[config.mk]
export PLATFORM = sky130hd
export DESIGN_NAME = block_allocator
export DESIGN_NICKNAME = d
export VERILOG_FILES = /design/src/rtl/block_allocator.sv
export SDC_FILE = /design/constraint.sdc
export NUM_CORES = 1
export LEC_CHECK = 0
export CORE_MARGIN = 2
export CORE_UTILIZATION = 44
export DETAILED_ROUTE_END_ITERATION = 7
export MAX_ROUTING_LAYER = met4
export PLACE_DENSITY = 0.87
export SLEW_MARGIN = 25
export SYNTH_ARGS = -nofsm -noshare
export SYNTH_HDL_FRONTEND = slang
export SYNTH_SLANG_ARGS = --single-unit
[constraint.sdc]
create_clock -name CLK -period 4.3 [get_ports CLK]
set_clock_uncertainty 0.1 [all_clocks]
set_input_delay 0.86 -clock CLK [delete_from_list [all_inputs] [get_ports CLK]]
set_output_delay 0.86 -clock CLK [all_outputs]
set_load 0.02 [all_outputs]
[src/rtl/block_allocator.sv]
// block_allocator
//   Hands out physical page addresses {block, page} from an open block that
//   is filled sequentially. Fresh blocks are popped from an external
//   clean-block FIFO. Host writes receive one page per cycle; garbage
//   collection relocations (moves) take priority and are handed to a
//   page-copy datapath, holding the copy request until it is acknowledged.
//
// Ports
//   CLK, RST        clock (rising edge) and asynchronous active-high reset
//   active_blk      head of the clean-block FIFO
//   clean_num       number of clean blocks in the FIFO
//   active_request  one-cycle pulse popping the FIFO head
//   write_req       host page request (level)
//   write_grant     one-cycle grant, write_addr valid in the same cycle
//   write_addr      granted page {block, page}
//   gc_request      GC active, host grants blocked
//   move_flag       GC relocation request, move_src stable while high
//   move_src        source page of the relocation
//   move_done_flag  one-cycle pulse, relocation complete
//   copy_req        copy request, held until copy_ack
//   copy_src/dst    copy addresses
//   copy_ack        datapath finished the copy
//   open_blk        block currently being filled
//   free_pages      unallocated pages left in open_blk
//   stall           no open block available
module block_allocator #(
    parameter int BLOCK_W = 10,
    parameter int PAGE_W  = 6,
    parameter int CNT_W   = 4
) (
    input  logic                      CLK,
    input  logic                      RST,
    input  logic [BLOCK_W-1:0]        active_blk,
    input  logic [CNT_W-1:0]          clean_num,
    output logic                      active_request,
    input  logic                      write_req,
    output logic                      write_grant,
    output logic [BLOCK_W+PAGE_W-1:0] write_addr,
    input  logic                      gc_request,
    input  logic                      move_flag,
    input  logic [BLOCK_W+PAGE_W-1:0] move_src,
    output logic                      move_done_flag,
    output logic                      copy_req,
    output logic [BLOCK_W+PAGE_W-1:0] copy_src,
    output logic [BLOCK_W+PAGE_W-1:0] copy_dst,
    input  logic                      copy_ack,
    output logic [BLOCK_W-1:0]        open_blk,
    output logic [PAGE_W:0]           free_pages,
    output logic                      stall
);

    localparam int ADDR_W = BLOCK_W + PAGE_W;
    localparam logic [PAGE_W-1:0] LAST_PAGE = '1;
    localparam logic [PAGE_W:0]   PAGES     = {1'b1, {PAGE_W{1'b0}}};

    typedef enum logic [1:0] {
        LOAD,
        READY,
        MOVE_WAIT,
        REFILL
    } state_t;

    state_t              state_q, state_d;
    logic [PAGE_W-1:0]   page_q,  page_d;
    logic [BLOCK_W-1:0]  open_q,  open_d;
    logic [ADDR_W-1:0]   src_q,   src_d;
    logic [ADDR_W-1:0]   dst_q,   dst_d;

    always_ff @(posedge CLK or posedge RST) begin
        if (RST) begin
            state_q <= LOAD;
            page_q  <= '0;
            open_q  <= '0;
            src_q   <= '0;
            dst_q   <= '0;
        end else begin
            state_q <= state_d;
            page_q  <= page_d;
            open_q  <= open_d;
            src_q   <= src_d;
            dst_q   <= dst_d;
        end
    end

    always_comb begin
        state_d        = state_q;
        page_d         = page_q;
        open_d         = open_q;
        src_d          = src_q;
        dst_d          = dst_q;
        active_request = 1'b0;
        write_grant    = 1'b0;
        move_done_flag = 1'b0;

        unique case (state_q)
            LOAD, REFILL: begin
                // RST gating keeps the pop pulse quiet while reset holds LOAD.
                if (clean_num != '0 && !RST) begin
                    active_request = 1'b1;
                    open_d         = active_blk;
                    page_d         = '0;
                    state_d        = READY;
                end
            end
            READY: begin
                if (move_flag) begin
                    src_d   = move_src;
                    dst_d   = {open_q, page_q};
                    state_d = MOVE_WAIT;
                end else if (write_req && !gc_request) begin
                    write_grant = 1'b1;
                    // Last page: park the pointer and fetch a new block.
                    if (page_q == LAST_PAGE) begin
                        state_d = REFILL;
                    end else begin
                        page_d = page_q + 1'b1;
                    end
                end
            end
            MOVE_WAIT: begin
                if (copy_ack) begin
                    move_done_flag = 1'b1;
                    if (page_q == LAST_PAGE) begin
                        state_d = REFILL;
                    end else begin
                        page_d  = page_q + 1'b1;
                        state_d = READY;
                    end
                end
            end
            default: state_d = LOAD;
        endcase
    end

    assign stall      = (state_q == LOAD) || (state_q == REFILL);
    assign copy_req   = (state_q == MOVE_WAIT);
    assign copy_src   = src_q;
    assign copy_dst   = dst_q;
    assign write_addr = {open_q, page_q};
    assign open_blk   = open_q;
    assign free_pages = stall ? '0 : (PAGES - {1'b0, page_q});

endmodule

After elaboration in Yosys (flattened, before gate mapping):

Index checks and enable logic that the tools add are counted.

* ROM bits: 0
* output and inout port bits: 70
* RAM bits: 0
* input port bits: 36
* memories: 0
* word-level logic and storage cells: 50
* bits in latches: 0
* register bits: 50

* div/mod/pow operators: 0
* reduce and logical (&&, ||, !) cells: 12
* multiplexer cells: 21
* add/subtract/negate cells: 2
* magnitude comparators: 0
* bitwise operators: 0
* shifts and indexed selects: 0
* $mul: 0
* equality and inequality tests: 10

Operators by type and width (count)
* 6-bit two-way mux: 5
* 6-bit case mux with 3 select lines: 1
* 2-bit two-way mux: 6
* 4-bit AND reduction: 2
* 1-bit two-way mux: 7
* 7-bit two-way mux: 1
* 7-bit by 6-bit subtractor with 7-bit output, first input constant: 1
* 6-bit by 1-bit adder with 6-bit output, second input constant: 1
* 6-bit equality test, second input constant: 1
* 2-bit != test, second input constant: 3
* 3-bit != test, second input constant: 2
* 2-bit case mux with 3 select lines: 1
* 2-bit equality test, second input constant: 2
* 2-bit AND reduction: 2
* 4-bit nonzero test: 1
* 2-bit by 1-bit equality test with 1-bit output, second input constant: 1
* 1-bit logical AND: 2
* 1-bit logical NOT: 2
* 2-bit logical NOT: 1
* 2-bit by 1-bit != test with 1-bit output, second input constant: 1
* 2-bit OR reduction: 1
* 1-bit logical OR: 1

Longest topological paths before layout:

Gate-level depths: netlist of run 1.

* word-level depth: 5
* mapped depth: 8
* gate-level depth less buffers: 6

Worst setup path before layout of run 1:

OpenSTA, ideal clock, no wires.

* kind: reg-to-output
* from: reg state_q[0]
* to: out free_pages[6]
* required time: 3340 ps
* buffers on the path: 1
* data arrival time: 1935 ps
* cell stages (with the launch flop): 6
* path slack: 1405 ps
* cell sequence: dfrtp_1 > inv_1 > ha_1 > buf_6 > or2_2 > nor4_1

* word-level cells in the longest chain between the ends: 3
* elaborated cells on any way between the ends: 4
* those cells by class: eq/ne: 1; mux: 1; reduce/logical: 2

RTL lines
* from (decl): line 63 `state_t state_q, state_d;`
* from (signal assigned): line 77 `state_q <= state_d;`
* 2-bit equality test or 2-bit logical NOT (tied branches): line 135 `assign stall = (state_q == LOAD) || (state_q == REFILL);`
* 1-bit logical OR *: line 135
* net stall: line 49 `output logic stall`
* 7-bit two-way mux *: line 141 `assign free_pages = stall ? '0 : (PAGES - {1'b0, page_q});`
* to (decl): line 48 `output logic [PAGE_W:0] free_pages,`

Mark *: on every way through the listed nets, which the timed path passes. The rest lies on a longest branch.

Worst setup path in the final report of run 1:

* from: reg state_q[0]
* to: out active_request

* word-level cells in the longest chain between the ends: 3
* elaborated cells on any way between the ends: 4
* those cells by class: eq/ne: 1; mux: 1; reduce/logical: 2

RTL lines
* 2-bit equality test or 2-bit logical NOT (tied branches): line 95 `unique case (state_q)`
* 2-bit OR reduction *: line 95
* 1-bit two-way mux *: line 95
* to (decl): line 35 `output logic active_request,`

Every way passes the cells marked *; elsewhere a longest branch is shown, timed or not.

==> summary.md, run 1 <==
| Metric | Value |
|---|---|
| Max Cap Violations | 0 |
| R2R depth | 6 |
| Status | finished, final reports clean |
| Worst Max-Slew Pin Slew | roughly 0.62 ns |
| Fillers | 389 |
| Post-CTS sizing | 0 |
| PortBufs | 105 |
| CP delay by family, top | buffers and inverters |
| GR Overflow Total | 0 |
| DRC viols | 0 |
| Post-synthesis sequential area ratio | 0.541 |
| VDD IR max | just under 0.6 mV |
| Total power | ~0.0029 W |
| CTS tree | done |
| Post-CTS setup buffer count | 0 |
| Post-synthesis cell area | 2310 um2 |
| Final-report hold violation count | 0 |
| Core ar. | a little over 5000 um2 |
| Critical Path Slowest Stage Cell | ha_1 |
| Reg-to-reg slack, setup | roughly 1.8 ns |
| HPWL after detailed placement | ~3.7 mm |
| Initial core utilization | 0.456 |
| Global-route wire length before repair | between 8 and 9 mm |
| Final GP Congestion | just over 0.8 |
| Max Buffers Root-to-Sink | 2 |
| Synth unique cells | 37 |
| RSZ-0062 raised after global routing | no |
| FMAX | approximately 280 MHz |
| Worst-path clk slew | about 0.090 ns |
| Die area | approximately 5900 um2 |
| CP Class | reg2out |
| Tot GR Track Use | 0.184 |
| Die Y | 76.5 um |
| Final Critical Period | around 3.6 ns |
| Commonest non-fill, non-tap cell in the layout | clkdlybuf4s50_1 |
| Most used cell, CP | inv_1 |
| Delay of the slowest critical-path stage | between 0.6 and 0.7 ns |
| Width of the die | ~76 um |
| Worst path cell trace | inv_1 > ha_1 > inv_1 > nor3_2 > buf_4 > clkdlybuf4s50_1 |
| Final ANT Viol Nets | 0 |
| Synth warnings | 0 |
| CTS Root Cell | clkbuf_8 |
| H-tree depth | 2 |
| TritonCTS buffer count | 5 |
| P&R area growth vs syn | 48.1% |
| Critical Path AT | about 2.7 ns |
| Drt total wl | between 5 and 6 mm |
| Bufs and invs on worst path | 4 |
| Worst Min Path Start | copy_dst[0] |
| Seq cells post-synth | 50 |
| Vias in the first global route | between 1500 and 2000 |
| CP max FO | 21 |
| FP Rows | 26 |
| Largest net degree at the start of global routing | 51 |
| R2R Path End | page_q[1] |
| Syn Area/Cell | approximately 13 um2 |
| Vias | approximately 1700 |
| Top FF cell, synth | dfrtp_1 |
| CP startpoint kind | flip-flop |
| FF-to-FF Start | state_q[0] |
| Crit share post-route | 0.839 |
| Hold depth | 2 |
| Class of the tightest hold or removal check | reg2reg |
| Clk_lat worst skew | about 0.30 ns |
| Initial DRC Count | between 40 and 50 |
| Setup tns final | 0 ns |
| I/O pin count | 106 |
| Post-Synthesis Net Count | about 220 |
| Initial antenna violation count | 0 |
| Critical Path Sink Type | output pin |
| Final setup fails | 0 |
| Clock sinks | 50 |
| Via density | roughly 4.9 |
| Pleak | between 1 and 1.5 nW |
| Fraction of registers with async set/reset | 1.00 |
| Rel. slew slack | 0.589 |
| Hold Buf Count CTS | 0 |
| Hold EP | copy_dst[0] |
| Pwr per Cell Area | 839 nW/um2 |
| CP required | between 3 and 4 ns |
| ANT cells | 0 |
| Most frequent cells in the layout | 105 x clkdlybuf4s50_1, 50 x dfrtp_1, 41 x mux2_2, 10 x nor2_1 |
| Drt first pass iters | 4 |
| Routed len/inst | about 15 um |
| EDFF count, synth | 0 |
| Max-slew violation count | 0 |
| Layout cells sized above 1 | 0.199 |
| Cells after Synth | 182 |
| Fin nets | approximately 320 |
-- worst min-delay path, delay by kind of cell, from the launching register on --
family | cells | cell delay, ns
DFF | 1 | 0.35
AOI/OAI and AO/OA | 1 | 0.06
and+or+nand+nor | 1 | 0.05
-- how the worst max path moves through the flow --
stage / from / end / slack, ns / depth (start not counted)
after detailed placement: clean_num[1] / active_request / 0.80 / 5
after floorplan: state_q[0] / free_pages[6] / 1.41 / 5
after global routing: state_q[0] / active_request / 0.51 / 6
after global placement: clean_num[1] / active_request / 0.82 / 5
after CTS: state_q[0] / active_request / 0.68 / 6
final: state_q[0] / active_request / 0.69 / 6
-- through the flow --
step / hold slack (ns) / cells / util / setup WS, ns / area [um2]
after floorplan: 0.400 / 182 / - / 1.41 / 2310
after global placement: 0.370 / 338 / 0.656 / 0.822 / 3330
after detailed placement: 0.378 / 338 / 0.657 / 0.805 / 3330
after CTS: 0.398 / 346 / 0.675 / 0.678 / 3420
after global routing: 0.425 / 346 / 0.675 / 0.512 / 3420
final: 0.390 / 346 / 0.675 / 0.693 / 3420
-- final cells by class --
type,count,area (um2),area share
timing repair buffer,107,1070,0.311
inverter,7,28.8,0.00841
clock inverter,1,5.00,0.00146
tap,70,87.6,0.0256
sequential,50,1250,0.365
clock buffer,7,86.3,0.0252
multi-input combinational,104,898,0.262
-- metal layers --
metal / vias to the layer above / global-route usage / wire length, um
met5: - / - / 0
met4: 0 / 0.0582 / 62
met3: 7 / 0.0486 / 309
met2: 77 / 0.293 / 2410
met1: 812 / 0.233 / 2300
li1: 814 / - / -
-- logic make-up (layout without fill, tap and decap cells) --
family                     Yosys count  in the layout  share of synthesized area
adders and majority gates            4              4                     0.0216
xor gates and xnor gates             4              4                     0.0152
AOI/OAI and AO/OA                   17             17                     0.0552
and+or+nand+nor                     37             37                     0.0882
buffers and inverters               28            122                     0.0725
DFF                                 50             50                      0.541
muxes                               42             42                      0.206
-- where the power goes --
group          switching [W]  internal [W]  leakage [nW]
logic               0.000853      0.000897         0.794
registers           0.000161      0.000688         0.610
clock network       0.000144      0.000130        0.0482
total                0.00116       0.00171          1.45
-- state kept, by name (all words and copies together), names as in the netlist --
register and cells:
state_q 2, copy_src 16, page_q 6, open_blk 10
copy_dst 16
-- synthesized netlist by cell type (2+ instances only) --
| cell | instances | area (um2) |
|---|---|---|
| dfrtp_1 | 50 | 1250 |
| mux2_2 | 41 | 462 |
| buf_4 | 10 | 75.1 |
| nor2_1 | 10 | 37.5 |
| inv_1 | 7 | 26.3 |
| clkbuf_1 | 6 | 22.5 |
| o31ai_1 | 5 | 37.5 |
| ha_1 | 4 | 50.1 |
| nand2_1 | 4 | 15.0 |
| o21ai_0 | 4 | 20.0 |
| buf_6 | 3 | 33.8 |
| nor2b_1 | 3 | 18.8 |
| nor4_1 | 3 | 18.8 |
| xor2_1 | 3 | 26.3 |
| a31oi_1 | 2 | 12.5 |
| buf_2 | 2 | 10.0 |
| nand2b_1 | 2 | 12.5 |
| nand3_1 | 2 | 10.0 |
| nand4b_1 | 2 | 17.5 |
| nor3_1 | 2 | 10.0 |
Power figures use the tool's default switching activity.
==> run 2: changes to the inputs <==
--- a/config.mk
+++ b/config.mk
@@ -6,10 +6,10 @@
 export NUM_CORES = 1
 export LEC_CHECK = 0
 export CORE_MARGIN = 2
-export CORE_UTILIZATION = 44
+export CORE_UTILIZATION = 41
 export DETAILED_ROUTE_END_ITERATION = 7
 export MAX_ROUTING_LAYER = met4
-export PLACE_DENSITY = 0.87
+export PLACE_DENSITY = 0.83
 export SLEW_MARGIN = 25
 export SYNTH_ARGS = -nofsm -noshare
 export SYNTH_HDL_FRONTEND = slang
==> constraint.sdc (replaced) <==
create_clock -name CLK -period 3.8 [get_ports CLK]
set_clock_uncertainty 0.1 [all_clocks]
set_input_delay 0.76 -clock CLK [delete_from_list [all_inputs] [get_ports CLK]]
set_output_delay 0.76 -clock CLK [all_outputs]
set_load 0.02 [all_outputs]
==> summary.md, run 2 (synthesis gave the netlist of run 1 again) <==
| Metric | Value |
|---|---|
| Delay of the slowest critical-path stage | 0.65 ns (was 0.68 ns) |
| Width of the die | 79.1 um (was 76.5 um) |
| Layout cells sized above 1 | 0.206 (was 0.199) |
| Worst-path clk slew | 0.09 ns (about the same) |
| Fillers | 445 (was 389) |
| Drt total wl | 4.99 mm (was 5.08 mm) |
| Final ANT Viol Nets | 0 (unchanged) |
| Hold depth | 1 (was 2) |
| FP Rows | 27 (was 26) |
| Max Cap Violations | 0 (unchanged) |
| Post-CTS setup buffer count | 0 (unchanged) |
| GR Overflow Total | 0 (unchanged) |
| Pleak | 1.46 nW (was 1.45 nW) |
| I/O pin count | 106 (unchanged) |
| Global-route wire length before repair | 7.98 mm (was 8.25 mm) |
| RSZ-0062 raised after global routing | no (unchanged) |
| Crit share post-route | 0.857 |
| Max Buffers Root-to-Sink | 2 (unchanged) |
| Initial DRC Count | 85 (was 41) |
| Vias | 1687 (was 1710) |
| Initial core utilization | 0.422 (was 0.456) |
| PortBufs | 105 (unchanged) |
| CP startpoint kind | flip-flop (unchanged) |
| Worst path cell trace | inv_1 > ha_1 > or2_2 > nor4_1 > clkdlybuf4s50_1 (was inv_1 > ha_1 > inv_1 > nor3_2 > buf_4 > clkdlybuf4s50_1) |
| Clock sinks | 50 (unchanged) |
| Commonest non-fill, non-tap cell in the layout | clkdlybuf4s50_1 (unchanged) |
| Worst Max-Slew Pin Slew | 0.826 ns (was 0.617 ns) |
| Combined area of the multi-input logic cells | 898 um2 (unchanged) |
| Final Critical Period | 3.26 ns |
| CTS Root Cell | clkbuf_8 (unchanged) |
| FF/Latch Area | 1250 um2 (unchanged) |
| Drt first pass iters | 4 (unchanged) |
| Pwr per Cell Area | 947 nW/um2 (was 839 nW/um2) |
| H-tree depth | 2 (unchanged) |
| R2R depth | 7 (was 6) |
| HPWL after detailed placement | 3.72 mm (was 3.70 mm) |
| Final setup fails | 0 (unchanged) |
| Critical Path Sink Type | output pin (unchanged) |
| Via density | 4.83 (was 4.94) |
| DRC viols | 0 (unchanged) |
| Cell area after layout | 3430 um2 (was 3420 um2) |
| Final-report hold violation count | 0 (unchanged) |
| VDD IR max | 0.508 mV (was 0.577 mV) |
| Most frequent cells in the layout | 105 x clkdlybuf4s50_1, 50 x dfrtp_1, 41 x mux2_2, 10 x nor2_1, 6 x inv_1 (was 105 x clkdlybuf4s50_1, 50 x dfrtp_1, 41 x mux2_2, 10 x nor2_1) |
| ANT cells | 0 (unchanged) |
| Hold Buf Count CTS | 0 (unchanged) |
| Tot GR Track Use | 0.167 (was 0.184) |
| Rel. slew slack | 0.448 (was 0.589) |
| Clk_lat worst skew | 0.29 ns (was 0.30 ns) |
| Fin nets | 316 (was 315) |
| Worst-case hold slack | 0.410 ns (was 0.390 ns) |
| Core ar. | 5470 um2 (was 5070 um2) |
| Max-slew violation count | 0 (unchanged) |
| Status | finished, final reports clean (unchanged) |
| Post-CTS sizing | 0 (unchanged) |
| Critical Path Slowest Stage Cell | clkdlybuf4s50_1 (was ha_1) |
| Largest net degree at the start of global routing | 51 (unchanged) |
| Critical Path AT | 2.40 ns (was 2.65 ns) |
| DP Area | 3340 um2 (was 3330 um2) |
| Final GP Congestion | 0.830 (was 0.826) |
| Initial antenna violation count | 0 (unchanged) |
| FMAX | approximately 310 MHz |
| CTS tree | done (unchanged) |
| Vias in the first global route | 1695 (was 1685) |
| Setup tns final | 0 ns (unchanged) |
| CP Class | reg2out (unchanged) |
| CP required | 2.94 ns (was 3.34 ns) |
| TritonCTS buffer count | 5 (unchanged) |
| CP max FO | 11 (was 21) |
| P&R area growth vs syn | 48.3% (was 48.1%) |
| Class of the tightest hold or removal check | reg2reg (unchanged) |
| Die Y | 79.1 um (was 76.5 um) |
| Die area | 6260 um2 (was 5850 um2) |
| Routed len/inst | 14.3 um (was 14.7 um) |
==> run 2: changes by cell type in the layout (fill, tap and decap cells not counted), sizes merged <==
cell	delta
clkbuf	-2
clkinv	+2
buf	+1
==> run 2: through the flow <==
| step | setup WS (ns) | power [W] | util | std cells |
|---|---|---|---|---|
| CTS | 0.539 | 0.00329 | 0.626 | 349 |
| global route | 0.436 | 0.00344 | 0.626 | 349 |
| global placement | 0.641 | 0.00293 | 0.610 | 341 |
| finish | 0.545 | 0.00325 | 0.626 | 349 |
| floorplan | 1.01 | 0.00216 | - | 182 |
| detailed placement | 0.645 | 0.00297 | 0.610 | 341 |
==> run 2: final timing paths <==
kind                              start            end  slack, ns
max in group asynchronous           RST    copy_dst[2]       2.21
setup reg to reg             state_q[0]      page_q[1]       1.40
hold reg to reg            copy_dst[11]   copy_dst[11]       0.41
hold / removal             copy_dst[11]   copy_dst[11]       0.41
setup / recovery             state_q[0]  free_pages[6]       0.54
min in group asynchronous           RST    copy_dst[0]       0.88
==> run 2: critical path: cells and delay by family, from the launching register on <==
family / cells / cell delay [ns]
flops: 1 / 0.38
simple gates: 2 / 0.58
fa+ha+maj: 1 / 0.43
buf+inv: 2 / 0.70
==> run 2: final cells by class <==
type / count / share of cell area
multi-input cells: 104 / 0.262
clock buffers: 5 / 0.0201
repair buffers: 108 / 0.313
flip-flops and latches: 50 / 0.365
clock inverters: 3 / 0.00547
inverters: 7 / 0.00803
well taps: 72 / 0.0263
==> run 2: per-layer routing <==
| metal | track usage | part of all wire |
|---|---|---|
| met5 | - | 0 |
| met4 | 0.0466 | 0.0094 |
| met3 | 0.0261 | 0.053 |
| met2 | 0.275 | 0.49 |
| met1 | 0.217 | 0.45 |
==> run 2: where the power goes <==
group	switching, W	leakage, nW	internal [W]
Clock	0.000173	0.0483	0.000130
Combinational	0.000964	0.798	0.00102
Sequential	0.000178	0.610	0.000778
